### config.mk
export PLATFORM = sky130hd
export DESIGN_NAME = prog_mem_loader
export DESIGN_NICKNAME = d
export VERILOG_FILES = /design/src/rtl/prog_mem_loader_pkg.sv /design/src/rtl/prog_mem_loader_byte_assembler.sv /design/src/rtl/prog_mem_loader.sv
export SDC_FILE = /design/constraint.sdc
export NUM_CORES = 1
export LEC_CHECK = 0
export CAP_MARGIN = 10
export CORE_UTILIZATION = 42
export DETAILED_ROUTE_END_ITERATION = 8
export HOLD_SLACK_MARGIN = 0.08
export PLACE_DENSITY_LB_ADDON = 0.2
export SYNTH_ARGS = -nofsm -noshare
export SYNTH_HDL_FRONTEND = slang
export SYNTH_HIERARCHICAL = 1
export SYNTH_SLANG_ARGS = --single-unit
### constraint.sdc
create_clock -name clk -period 2.65 [get_ports clk]
set_input_delay 0.3975 -clock clk [delete_from_list [all_inputs] [get_ports clk]]
set_output_delay 0.3975 -clock clk [all_outputs]
set_load 0.05 [all_outputs]
### src/rtl/prog_mem_loader_pkg.sv
// Shared types and width helpers for the program-memory loader.
// CHECKSUM_EN adds the CHK state that verifies a trailing mod-256 sum byte.
package prog_mem_loader_pkg;

  localparam int BYTE_WIDTH      = 8;
  localparam int DEF_INSTR_WIDTH = 12;

  function automatic int bytes_per_word(input int instr_width);
    return (instr_width + BYTE_WIDTH - 1) / BYTE_WIDTH;
  endfunction

  localparam int BYTES_PER_WORD = bytes_per_word(DEF_INSTR_WIDTH);

  typedef enum logic [2:0] {
    S_IDLE,
    S_RX,
    S_WRITE,
`ifdef CHECKSUM_EN
    S_CHK,
`endif
    S_DONE
  } ldr_state_t;

endpackage

### src/rtl/prog_mem_loader_byte_assembler.sv
// Packs accepted stream bytes (low byte first) into one instruction word; word_rdy_o flags the last byte.
// One byte per cycle, no internal stall: the caller only presents bytes it has already accepted.
module byte_assembler
  import prog_mem_loader_pkg::*;
#(
  parameter int INSTR_WIDTH = DEF_INSTR_WIDTH
) (
  input  logic                   clk,
  input  logic                   reset,
  input  logic                   clr_i,
  input  logic                   byte_vld_i,
  input  logic [BYTE_WIDTH-1:0]  byte_dat_i,
  output logic [INSTR_WIDTH-1:0] word_o,
  output logic                   word_rdy_o
);

  localparam int BPW   = bytes_per_word(INSTR_WIDTH);
  localparam int CNT_W = (BPW > 1) ? $clog2(BPW) : 1;
  localparam logic [CNT_W-1:0] LAST_BYTE = CNT_W'(BPW - 1);

  logic [CNT_W-1:0]       cnt_q, cnt_d;
  logic [INSTR_WIDTH-1:0] word_q, word_d;

  // Bits of the top byte that fall above INSTR_WIDTH have no storage and are dropped.
  for (genvar i = 0; i < INSTR_WIDTH; i++) begin : g_bit
    assign word_d[i] = clr_i ? 1'b0 :
                       (byte_vld_i && cnt_q == CNT_W'(i / BYTE_WIDTH)) ? byte_dat_i[i % BYTE_WIDTH] :
                       word_q[i];
  end

  always_comb begin
    cnt_d = cnt_q;
    if (clr_i) begin
      cnt_d = '0;
    end else if (byte_vld_i) begin
      cnt_d = (cnt_q == LAST_BYTE) ? '0 : cnt_q + 1'b1;
    end
  end

  always_ff @(posedge clk or posedge reset) begin
    if (reset) begin
      cnt_q  <= '0;
      word_q <= '0;
    end else begin
      cnt_q  <= cnt_d;
      word_q <= word_d;
    end
  end

  assign word_o     = word_q;
  assign word_rdy_o = byte_vld_i && (cnt_q == LAST_BYTE);

endmodule

### src/rtl/prog_mem_loader.sv
// Loads the whole program memory from a byte stream while holding the CPU; 2 bytes + 1 write cycle per word.
// Owns the memory address port; CHECKSUM_EN adds a trailing checksum byte and the sticky ld_err flag.
module prog_mem_loader
  import prog_mem_loader_pkg::*;
#(
  parameter int ADDR_WIDTH  = 4,
  parameter int INSTR_WIDTH = DEF_INSTR_WIDTH
) (
  input  logic                   clk,
  input  logic                   reset,
  input  logic                   ld_start,
  input  logic                   ld_valid,
  input  logic [7:0]             ld_data,
  output logic                   ld_ready,
  input  logic [ADDR_WIDTH-1:0]  cpu_pc,
  output logic                   cpu_hold,
  output logic [ADDR_WIDTH-1:0]  mem_addr,
  output logic                   mem_we,
  output logic [INSTR_WIDTH-1:0] mem_wdata,
  output logic                   busy,
  output logic                   done,
  output logic                   ld_err
);

  localparam logic [ADDR_WIDTH-1:0] LAST_ADDR = '1;

  ldr_state_t             state_q;
  logic [ADDR_WIDTH-1:0]  wr_ptr_q;
  logic                   ld_ready_q, mem_we_q, done_q;
  logic                   start, accept, word_rdy;
  logic [INSTR_WIDTH-1:0] word;

  assign start  = (state_q == S_IDLE) && ld_start;
  assign accept = ld_valid && ld_ready_q;

  byte_assembler #(.INSTR_WIDTH(INSTR_WIDTH)) u_asm (
    .clk        (clk),
    .reset      (reset),
    .clr_i      (start),
    .byte_vld_i (accept && (state_q == S_RX)),
    .byte_dat_i (ld_data),
    .word_o     (word),
    .word_rdy_o (word_rdy)
  );

  always_ff @(posedge clk or posedge reset) begin
    if (reset) begin
      state_q    <= S_IDLE;
      wr_ptr_q   <= '0;
      ld_ready_q <= 1'b0;
      mem_we_q   <= 1'b0;
      done_q     <= 1'b0;
    end else begin
      case (state_q)
        S_IDLE: begin
          if (ld_start) begin
            state_q    <= S_RX;
            wr_ptr_q   <= '0;
            ld_ready_q <= 1'b1;
          end
        end
        S_RX: begin
          if (word_rdy) begin
            state_q    <= S_WRITE;
            ld_ready_q <= 1'b0;
            mem_we_q   <= 1'b1;
          end
        end
        S_WRITE: begin
          mem_we_q <= 1'b0;
          if (wr_ptr_q == LAST_ADDR) begin
`ifdef CHECKSUM_EN
            state_q    <= S_CHK;
            ld_ready_q <= 1'b1;
`else
            state_q <= S_DONE;
            done_q  <= 1'b1;
`endif
          end else begin
            wr_ptr_q   <= wr_ptr_q + 1'b1;
            state_q    <= S_RX;
            ld_ready_q <= 1'b1;
          end
        end
`ifdef CHECKSUM_EN
        S_CHK: begin
          if (accept) begin
            state_q    <= S_DONE;
            ld_ready_q <= 1'b0;
            done_q     <= 1'b1;
          end
        end
`endif
        S_DONE: begin
          done_q  <= 1'b0;
          state_q <= S_IDLE;
        end
        default: begin
          state_q    <= S_IDLE;
          ld_ready_q <= 1'b0;
          mem_we_q   <= 1'b0;
          done_q     <= 1'b0;
        end
      endcase
    end
  end

`ifdef CHECKSUM_EN
  logic [7:0] sum_q;
  logic       ld_err_q;

  // Only data bytes enter the sum; the checksum byte itself is compared, not added.
  always_ff @(posedge clk or posedge reset) begin
    if (reset) begin
      sum_q    <= '0;
      ld_err_q <= 1'b0;
    end else if (start) begin
      sum_q    <= '0;
      ld_err_q <= 1'b0;
    end else if (accept && state_q == S_RX) begin
      sum_q <= sum_q + ld_data;
    end else if (accept && state_q == S_CHK) begin
      ld_err_q <= (ld_data != sum_q);
    end
  end

  assign ld_err = ld_err_q;
`else
  assign ld_err = 1'b0;
`endif

  assign busy      = (state_q != S_IDLE);
  assign cpu_hold  = busy;
  assign mem_addr  = busy ? wr_ptr_q : cpu_pc;
  assign mem_we    = mem_we_q;
  assign mem_wdata = word;
  assign ld_ready  = ld_ready_q;
  assign done      = done_q;

endmodule

; ---- Word level (Yosys, flattened, before mapping)
; Cells that the tools add are included.
[classes]
n_addsub = 2
multipliers = 0
eq_ne = 8
bitwise = 4
div_mod_pow = 0
reduce_logical = 18
n_shift = 0
muxes = 43
magnitude_cmp = 0
[ops]
columns = operator, n
row1 = 1-bit two-way mux, 32
row2 = 4-bit two-way mux, 3
row3 = 3-bit one-hot mux with 3 select lines, 1
row4 = 4-bit one-hot mux with 2 select lines, 1
row5 = 2-bit nonzero test, 4
row6 = "3-bit by 2-bit == test with 1-bit output, second input constant", 2
row7 = 3-bit two-way mux, 2
row8 = "2-bit != test, second input constant", 3
row9 = 2-bit AND reduction, 3
row10 = 1-bit logical AND, 5
row11 = "4-bit by 1-bit adder with 4-bit output, second input constant", 1
row12 = "4-bit == test, second input constant", 1
row13 = 1-bit inverter, 4
row14 = 1-bit one-hot mux with 2 select lines, 2
row15 = 1-bit one-hot mux with 4 select lines, 1
row16 = 4-bit AND reduction, 1
row17 = 2-bit OR reduction, 2
row18 = "3-bit by 1-bit == test with 1-bit output, second input constant", 1
row19 = 3-bit zero test, 1
row20 = 3-bit AND reduction, 1
row21 = 3-bit nonzero test, 1
row22 = 2-bit two-way mux, 1
row23 = "2-bit by 1-bit != test with 1-bit output, second input constant", 1
row24 = "1-bit adder, second input constant", 1
[word_totals]
word_cells = 83
mem_count = 0
latch_bits = 0
ram_bits = 0
regBits = 23
rom_bits = 0
in_bits = 16

; ---- Longest topological paths before layout
; Gate-level depths: netlist of run 1.
[logic_depth]
ltp_word = 5
mapped_depth = 8
depth_no_buf = 7

; ---- Modules after synthesis
; The synthesis of run 1 kept the hierarchy.
[by_module_without_submodules]
columns = module, cells_per_inst, area_per_inst_um2, instances, seq_area_each_um2
row1 = byte_assembler, 54, 620.6, 1, 325.3
row2 = prog_mem_loader, 65, 618.1, 1, 225.2

; ---- Worst setup path before layout of run 1
; OpenSTA, ideal clock, no wires.
[synth_path]
kind = reg-to-reg
start = register ld_ready_q (netlist: ld_ready)
end = register state_q[1]
setup_ps = 69
n_path_buf = 1
slack_ps = 739
stages_incl_launch_ff = 7
synth_period_minus_slack_ps = 1911
required_ps = 2581
arrival_time_ps = 1842
cell_sequence = dfrtp_1 > and3_1 > and2_1 > buf_4 > nor2b_1 > or4b_1 > nand3_1
[synth_via]
elab_chain_len = 5
[synth_rtl]
columns = element, line
row1 = start: declaration, prog_mem_loader.sv:29  ; logic ld_ready_q, mem_we_q, done_q;
row2 = start signal: assignment, prog_mem_loader.sv:50  ; ld_ready_q <= 1'b0;
row3 = start signal: assignment, prog_mem_loader.sv:59  ; ld_ready_q <= 1'b1;
row4 = start signal: assignment, prog_mem_loader.sv:65  ; ld_ready_q <= 1'b0;
row5 = 1-bit logical AND, prog_mem_loader.sv:34  ; assign accept = ld_valid && ld_ready_q;
row6 = 1-bit logical AND, prog_mem_loader.sv:40  ; .byte_vld_i (accept && (state_q == S_RX)),
row7 = 1-bit logical AND, prog_mem_loader_byte_assembler.sv:51  ; assign word_rdy_o = byte_vld_i && (cnt_q == LAST_BYTE);
row8 = via word_rdy, prog_mem_loader.sv:30  ; logic start, accept, word_rdy;
row9 = 2-bit by 1-bit != test with 1-bit output (no line), n/a
row10 = 2-bit AND reduction (no line), n/a
row11 = end signal: assignment, prog_mem_loader.sv:48  ; state_q <= S_IDLE;
row12 = end signal: assignment, prog_mem_loader.sv:57  ; state_q <= S_RX;
row13 = end signal: assignment, prog_mem_loader.sv:64  ; state_q <= S_WRITE;
row14 = end: declaration, prog_mem_loader.sv:27  ; ldr_state_t state_q;
; The timed path passes the listed nets, and every way through them passes these cells.
; A chain may end at the register's enable or synchronous reset.

; ---- Worst setup path in the final report of run 1
[layout_path]
start = register state_q[0]
end = output busy
[layout_via]
elab_chain_len = 1
[layout_rtl]
columns = element, line
row1 = 3-bit nonzero test, prog_mem_loader.sv:132  ; assign busy = (state_q != S_IDLE);
row2 = end: declaration, prog_mem_loader.sv:20  ; output logic busy,
; No other way between the ends.

==> results of run 1 <==
==> state kept, by name (all words and copies together) (netlist names) <==
signal and cells:
u_asm/word_o 12, wr_ptr_q 4, state_q 2, done 1, ld_ready 1, mem_we 1
u_asm/cnt_q 1
==> cell families (layout without fill, tap and decap cells) <==
family                     count (synthesis)  count (layout)  share of synthesized area, %
and+or+nand+nor                           45              45                          23.9
DFF                                       22              22                          44.4
AOI/OAI and AO/OA                         18              18                          8.48
muxes                                     14              14                          11.7
buffers and inverters                     14              48                          6.06
adders and majority gates                  5               5                          5.05
other                                      1               1                         0.303
==> cell type report <==
| class | count | area [sq um] |
|---|---|---|
| Clock buffer | 4 | 36.3 |
| Multi-Input combinational cell | 83 | 613 |
| Inverter | 7 | 26.3 |
| Tap cell | 31 | 38.8 |
| Sequential cell | 22 | 551 |
| Timing Repair Buffer | 37 | 363 |
| Fill cell | 254 | 1150 |
==> power by group through the flow <==
stage | clock network [mW] | logic, mW | registers [mW]
finish | 0.176 | 1.17 | 0.530
global route | 0.198 | 1.25 | 0.546
CTS | 0.183 | 1.18 | 0.528
detailed placement | 0 | 1.19 | 0.534
global placement | 0 | 1.17 | 0.526
floorplan | 0 | 0.596 | 0.805
==> worst max-delay path: stages, from the launching register on <==
cell and delay [ns]:
dfrtp_1 0.43, inv_1 0.13, ha_1 0.41, inv_1 0.10
clkdlybuf4s50_1 0.72
==> cell usage after synthesis (2+ instances only) <==
library cell and instances:
mux2i_1 10, nand2_1 3, a21oi_1 4, and3_1 2, buf_4 4, ha_1 5
and2_1 2, nand3_1 2, a211o_1 2, nand4bb_1 4, inv_1 7, dfrtp_1 22
nor2_1 3, mux2_2 4, clkbuf_1 2, nor2b_1 2, nand2b_1 19, o21ai_0 9
==> through the flow <==
step	power [mW]	setup WS, ns	utilization (%)	cells
CTS	1.89	0.144	58.5	184
finish	1.87	0.162	58.5	184
floorplan	1.40	0.739	-	119
detailed placement	1.72	0.227	57.4	180
global placement	1.70	0.313	57.4	180
global route	1.99	0.00816	58.5	184
==> worst max-delay path by stage <==
stage,from,to,slack (ns),depth (start not counted)
floorplan,ld_ready$_DFFE_PP0P_,state_q[1]$_DFFE_PP0P_,0.74,6
CTS,state_q[0]$_DFFE_PP0P_,busy,0.14,4
finish,state_q[0]$_DFFE_PP0P_,busy,0.16,4
detailed placement,state_q[0]$_DFFE_PP0P_,mem_addr[2],0.23,4
global route,state_q[0]$_DFFE_PP0P_,busy,0.008,4
global placement,state_q[0]$_DFFE_PP0P_,mem_addr[0],0.31,4
==> routing by layer <==
metal	vias up	share of wire [%]
li1	478	-
met1	466	48
met2	17	48
met3	4	2.7
met4	0	0.97
met5	-	0
==> flow_summary_export.csv, run 1 <==
group,metric,value,unit
global_route,overflow,0,
worst_setup_path,cp_data_arrival_time,2.09,ns
routing,wl_per_cell,13.4,um
finish,area_delta_synth_final,31.4,%
sta,finalHoldViolCount,0,
sta,clock_skew,0.000724,ns
clock_tree,clk_pin_slew,0.11,ns
clock_tree,root_buffer,"clkbuf_4",
routing,drt-vias-per-instance,5.24,
worst_setup_path,worst-r2r-setup-slack,0.62,ns
routing,drc,0,
yosys,synth_nets,140,
sta,rsz0062_at_grt,"false",
yosys,synth-warning-count,6,
sta,worst_pin_slew,0.526,ns
floorplanning,die_w,56.3,um
floorplanning,fp.dieArea,3170,sq um
yosys,ys_top_cells_by_area,"dfrtp_1 44%, nand2b_1 9.6%, mux2i_1 8.1%",
global_route,grt_usage,17.2,%
power_and_ir_drop,power_frac_comb,62.3,%
placement,io_buffer_count,36,
routing,drt_iter0_drc,15,
finish,layout-drive-gt1-share,6.54,%
routing,drt_first_pass_iters,4,
global_route,grt_pass1_wl,4.31,mm
placement,place_hpwl,1.87,mm
floorplanning,pin_count,38,
worst_setup_path,rr_endpoint,"state_q[1]$_DFFE_PP0P_",
worst_setup_path,r2r-start,"state_q[1]$_DFFE_PP0P_",
yosys,yosysSeqAreaShare,44.4,%
global_route,busiest_layer,"met2",
clock_tree,cts.sinks,22,
routing,ant_nets,0,
finish,nets,175,
routing,wirelength,2.47,mm
min_path,hold_class,"in -> async",
clock_tree,post-cts-setup-buffers,0,
floorplanning,start_util,44.5,%
clock_tree,ctsHoldBuffers,0,
yosys,yosys.cell_types.count,31,
worst_setup_path,r2r_cells,7,
worst_setup_path,end_kind,"output port",
finish,diodes,0,
power_and_ir_drop,p_int,0.952,mW
finish,finalInstanceArea,1630,sq um
clock_tree,clock_path_buffers,2,
power_and_ir_drop,seqPwrFrac,28.3,%
floorplanning,fp.dieH,56.3,um
yosys,synth_area,1240,sq um
clock_tree,post_cts_resize_count,4,
finish,layout_common_cells,"32 x clkdlybuf4s50_1, 22 x dfrtp_1, 19 x nand2b_1, 10 x mux2i_1, 9 x o21ai_0",
floorplanning,rows,19,
worst_setup_path,crit_fanout,11,
clock_tree,htree_levels,1,
yosys,synth_seq_cells,22,
yosys,synthArstFlopShare,100,%
global_route,grt_pass1_vias,988,
run_status,status,"completed",
global_route,use_met3,2.30,%
yosys,syn_inst,119,
clock_tree,numCtsBuffers,3,
power_and_ir_drop,vdd_drop_max,0.765,mV
global_route,grt_antenna_before_repair,0,
sta,fin_crit,2.49,ns
yosys,synthFlopType,"dfrtp_1",
routing,vias,965,
flow_run,maxCapViolations,0,
global_route,globalRouteMet1Util,23.3,%
sta,holdWs,0.366,ns
global_route,grt_start_max_net_pins,22,
finish,final_common_cell,"clkdlybuf4s50_1",
sta,relSlewSlack,64.9,%
yosys,synth_top_area_cell,"dfrtp_1",
power_and_ir_drop,powerDensity,1150,nW/um^2
yosys,syn_area_per_cell,10.4,sq um
power_and_ir_drop,p_leak,0.754,nW
global_route,grtUsageMet2,28.6,%
sta,finalMaxSlewViolations,0,
sta,setup_tns,0,ns
floorplanning,fp.coreArea,2780,sq um
power_and_ir_drop,switching_share,49.2,%
sta,setup_violations,0,
clock_tree,clk_latency,0.30,ns
placement,place_area,1600,sq um
sta,finalCritPeriodShare,93.9,%
placement,gp_congestion,0.829,
power_and_ir_drop,power.switching,0.922,mW
sta,fmax,0.402,GHz
worst_setup_path,cp-start-kind,"flip-flop",
clock_tree,cts_tree,"yes",
yosys,netlist.area_leader.share,44.4,%
worst_setup_path,cp.required,2.25,ns
power_and_ir_drop,clock_power_share,9.4,%
yosys,synth_edf_count,0,
worst_setup_path,critPathKind,"reg -> out",
(Power assumes the default switching activity.)
==> run 2: changes to the inputs <==
- CORE_ASPECT_RATIO: default -> 0.7
- SKIP_CTS_REPAIR_TIMING: default -> 1
==> run 2 against run 1 <==
Against the previous run: sequential power about the same; final cell count rose by 2.7%; register-to-register slack got worse by 0.02 ns; non-clock buffer count is the same; global-route usage rose by 1.0 points; largest power group unchanged.
==> flow_summary_export.csv, run 2 (synthesized netlist as in run 1, its figures left out) <==
group,metric,value,unit
sta,setup_violations,0,
floorplanning,fp.dieH,47.4,um
sta,clock_skew,0.00123,ns
routing,drt-vias-per-instance,5.10,
power_and_ir_drop,p_leak,0.806,nW
finish,nets,175,
sta,relSlewSlack,65.0,%
clock_tree,cts_tree,"yes",
sta,worst_slack,0.304,ns
clock_tree,cts.sinks,22,
finish,final_common_cell,"clkdlybuf4s50_1",
finish,largest_reg_flops,12,
finish,layout_common_cells,"32 x clkdlybuf4s50_1, 22 x dfrtp_1, 19 x nand2b_1, 10 x mux2i_1, 9 x o21ai_0",
power_and_ir_drop,powerDensity,1180,nW/um^2
sta,fmax,0.426,GHz
sta,worst_pin_slew,0.524,ns
global_route,grt_start_max_net_pins,22,
floorplanning,start_util,44.2,%
placement,place_inst,185,
sta,finalMaxSlewViolations,0,
power_and_ir_drop,vdd_drop_max,0.618,mV
routing,ant_nets,0,
clock_tree,numCtsBuffers,3,
worst_setup_path,crit_fanout,11,
routing,wirelength,2.63,mm
floorplanning,pin_count,38,
routing,vias,963,
finish,diodes,0,
floorplanning,die_w,66.9,um
finish,multi_input_area,616,sq um
routing,drc,0,
finish,layoutNonFillerInstCount,189,
finish,seq_area,551,sq um
worst_setup_path,cp_data_arrival_time,1.95,ns
sta,rsz0062_at_grt,"false",
placement,place_hpwl,1.95,mm
clock_tree,clk_pin_slew,0.08,ns
clock_tree,root_buffer,"clkbuf_8",
global_route,grt_pass1_vias,895,
routing,drt_first_pass_iters,4,
floorplanning,rows,16,
placement,pre_cts_slack,0.235,ns
worst_setup_path,end_kind,"output port",
run_status,status,"completed",
finish,fillers,235,
min_path,hold_class,"in -> async",
worst_setup_path,critPathKind,"reg -> out",
sta,finalCritPeriodShare,88.5,%
floorplanning,fp.dieArea,3170,sq um
clock_tree,clk_latency,0.26,ns
sta,finalHoldViolCount,0,
routing,drt_iter0_drc,26,
clock_tree,clock_path_buffers,2,
placement,gp_congestion,0.790,
floorplanning,fp.coreArea,2800,sq um
routing,wl_per_cell,13.9,um
finish,area_delta_synth_final,34.8,%
finish,layout-drive-gt1-share,7.19,%
placement,io_buffer_count,36,
global_route,grt_usage,18.2,%
worst_setup_path,cp-start-kind,"flip-flop",
global_route,grt_pass1_wl,4.15,mm
worst_setup_path,cp.required,2.25,ns
sta,fin_crit,2.35,ns
global_route,overflow,0,
global_route,grt_antenna_before_repair,0,
clock_tree,htree_levels,1,
flow_run,maxCapViolations,0,
==> run 2: final timing paths <==
kind	from	end	slack, ns	cells after the start
setup / recovery	state_q[0]$_DFFE_PP0P_	cpu_hold	0.30	4
hold / removal	reset	state_q[0]$_DFFE_PP0P_	0.42	2
setup reg to reg	state_q[1]$_DFFE_PP0P_	state_q[1]$_DFFE_PP0P_	0.60	7
hold reg to reg	u_asm/word_o[6]$_DFFE_PP0P_	u_asm/word_o[6]$_DFFE_PP0P_	0.54	2
max in group asynchronous	reset	u_asm/word_o[2]$_DFFE_PP0P_	1.82	2
min in group clk	u_asm/word_o[6]$_DFFE_PP0P_	u_asm/word_o[6]$_DFFE_PP0P_	0.54	2
==> run 2: critical path: stages (launching register included) <==
cell and delay, ns:
dfrtp_1 0.41, inv_1 0.10, ha_2 0.28, inv_1 0.09
clkdlybuf4s50_1 0.80
==> run 2: final cells by class <==
class	instances	area share (%)
flip-flops and latches	22	33.0
inverters	7	1.57
multi-input cells	83	36.9
well taps	36	2.70
clock buffers	4	3.30
repair buffers	37	22.6
==> run 2: power by group <==
part / internal, mW / switching (mW)
clock network: 0.133 / 0.107
registers: 0.447 / 0.0842
logic: 0.442 / 0.755
==> run 2: per-layer routing <==
metal  vias to the layer above  routed length [um]  GRT usage, %
met1                       467                1300          25.3
met5                         -                   0             0
li1                        475                   -             -
met2                        18                1240          28.5
met4                         0                  12          4.68
met3                         3                  81          5.24
==> run 2: metrics by stage <==
step           hold WS, ns  cell area, sq um  utilization (%)  setup TNS [ns]  power (mW)
6_report             0.419              1670             59.6               0        1.97
5_1_grt              0.435              1670             59.6               0        2.08
4_1_cts              0.422              1660             59.2          -0.251        1.97
3_5_place_dp         0.528              1600             57.2               0        1.72
3_3_place_gp         0.506              1600             57.2               0        1.70
2_1_floorplan        0.225              1240                -               0        1.40
==> run 3: changes to the inputs <==
- MAX_ROUTING_LAYER: default -> met4
==> run 3 against run 2 <==
Against the previous run: combinational power hardly changed; count of clock-buffer cells in the layout unchanged; worst setup slack better by 0.016 ns; sequential power hardly changed; power hardly changed; sequential cell count is the same; critical endpoint unchanged; largest power group unchanged.
==> flow_summary_export.csv, run 3 (synthesized netlist as in run 1, its figures left out) <==
group,metric,value,unit
routing,drt_first_pass_iters,4,
finish,layout_common_cells,"32 x clkdlybuf4s50_1, 22 x dfrtp_1, 19 x nand2b_1, 10 x mux2i_1, 9 x o21ai_0",
sta,rsz0062_at_grt,"false",
finish,diodes,0,
worst_setup_path,cp.required,2.25,ns
routing,wirelength,2.64,mm
floorplanning,rows,16,
clock_tree,numCtsBuffers,3,
placement,place_inst,185,
finish,nets,175,
sta,setup_violations,0,
sta,clock_skew,0.00229,ns
sta,fmax,0.429,GHz
run_status,status,"completed",
worst_setup_path,r2r_cells,7,
finish,seq_area,551,sq um
finish,multi_input_area,616,sq um
floorplanning,fp.dieH,47.4,um
sta,finalMaxSlewViolations,0,
power_and_ir_drop,power.total,1.97,mW
clock_tree,cts.sinks,22,
clock_tree,clock_path_buffers,2,
finish,final_common_cell,"clkdlybuf4s50_1",
sta,holdWs,0.418,ns
sta,finalHoldViolCount,0,
sta,relSlewSlack,63.0,%
routing,ant_nets,0,
worst_setup_path,cp-startpoint,"state_q[0]$_DFFE_PP0P_",
routing,drc,0,
finish,layout-drive-gt1-share,7.19,%
floorplanning,pin_count,38,
finish,layoutNonFillerInstCount,189,
routing,vias,998,
sta,worst_pin_slew,0.555,ns
placement,gp_congestion,0.801,
worst_setup_path,crit_path_end,"cpu_hold",
placement,place_hpwl,1.95,mm
sta,finalCritPeriodShare,87.9,%
finish,fillers,235,
worst_setup_path,crit_fanout,11,
floorplanning,fp.coreArea,2800,sq um
flow_run,maxCapViolations,0,
clock_tree,root_buffer,"clkbuf_8",
clock_tree,clk_pin_slew,0.08,ns
power_and_ir_drop,p_leak,0.806,nW
global_route,grt_pass1_vias,893,
global_route,overflow,0,
global_route,grt_usage,18.9,%
worst_setup_path,rr_endpoint,"state_q[1]$_DFFE_PP0P_",
power_and_ir_drop,vdd_drop_max,0.618,mV
global_route,grt_start_max_net_pins,22,
clock_tree,cts_tree,"yes",
worst_setup_path,cp-start-kind,"flip-flop",
worst_setup_path,worst-r2r-setup-slack,0.61,ns
global_route,grt_antenna_before_repair,0,
power_and_ir_drop,powerDensity,1180,nW/um^2
worst_setup_path,critPathKind,"reg -> out",
clock_tree,clk_latency,0.26,ns
worst_setup_path,end_kind,"output port",
routing,drt_iter0_drc,21,
floorplanning,start_util,44.2,%
worst_setup_path,cp_data_arrival_time,1.93,ns
sta,fin_crit,2.33,ns
worst_setup_path,r2r-start,"state_q[1]$_DFFE_PP0P_",
floorplanning,die_w,66.9,um
routing,wl_per_cell,14.0,um
routing,drt-vias-per-instance,5.28,
placement,io_buffer_count,36,
min_path,hold_class,"in -> async",
floorplanning,fp.dieArea,3170,sq um
finish,area_delta_synth_final,34.8,%
global_route,grt_pass1_wl,4.14,mm
finish,largest_reg_flops,12,
clock_tree,htree_levels,1,
## run 3: cell counts in the layout (fill, tap and decap cells not counted)
No cell type changed its count.
## run 3: power breakdown
group	total (mW)	switching, mW	internal (mW)
clock	0.240	0.107	0.133
sequential	0.531	0.0835	0.447
combinational	1.20	0.756	0.442
total	1.97	0.947	1.02
## run 3: layout make-up
type | instances | share of cell area (%)
multi-input combinational | 83 | 36.9
sequential | 22 | 33.0
timing repair buffer | 37 | 22.6
clock buffer | 4 | 3.30
tap | 36 | 2.70
inverter | 7 | 1.57
## run 3: worst min-delay path by stage
stage                                      from                          end  slack [ns]  cells past startpoint
floorplan                                 reset             done$_DFFE_PP0P_        0.23                      1
global placement             mem_we$_DFFE_PP0P_           mem_we$_DFFE_PP0P_        0.51                      2
detailed placement  u_asm/word_o[6]$_DFFE_PP0P_  u_asm/word_o[6]$_DFFE_PP0P_        0.53                      2
CTS                                       reset       state_q[1]$_DFFE_PP0P_        0.42                      2
global route                              reset       state_q[1]$_DFFE_PP0P_        0.43                      2
finish                                    reset       state_q[0]$_DFFE_PP0P_        0.42                      2
## run 3: per-stage QoR
stage	worst slack (ns)	area (sq um)	setup TNS, ns	utilization, %
2_1_floorplan	0.739	1240	0	-
3_3_place_gp	0.303	1600	0	57.2
3_5_place_dp	0.235	1600	0	57.2
4_1_cts	-0.0645	1660	-0.251	59.2
5_1_grt	0.203	1670	0	59.6
6_report	0.321	1670	0	59.6
## run 3: critical path, stage by stage (launching register included)
cell,delay (ns)
dfrtp_1,0.40
inv_1,0.10
ha_2,0.27
inv_1,0.09
clkdlybuf4s50_1,0.80
## run 3: metal layers
metal / part of all wire, % / GRT usage [%] / up-vias
li1: - / - / 473
met1: 47 / 25.3 / 486
met2: 47 / 28.5 / 35
met3: 4.7 / 5.24 / 4
met4: 0.72 / 4.68 / 0
met5: 0 / - / -
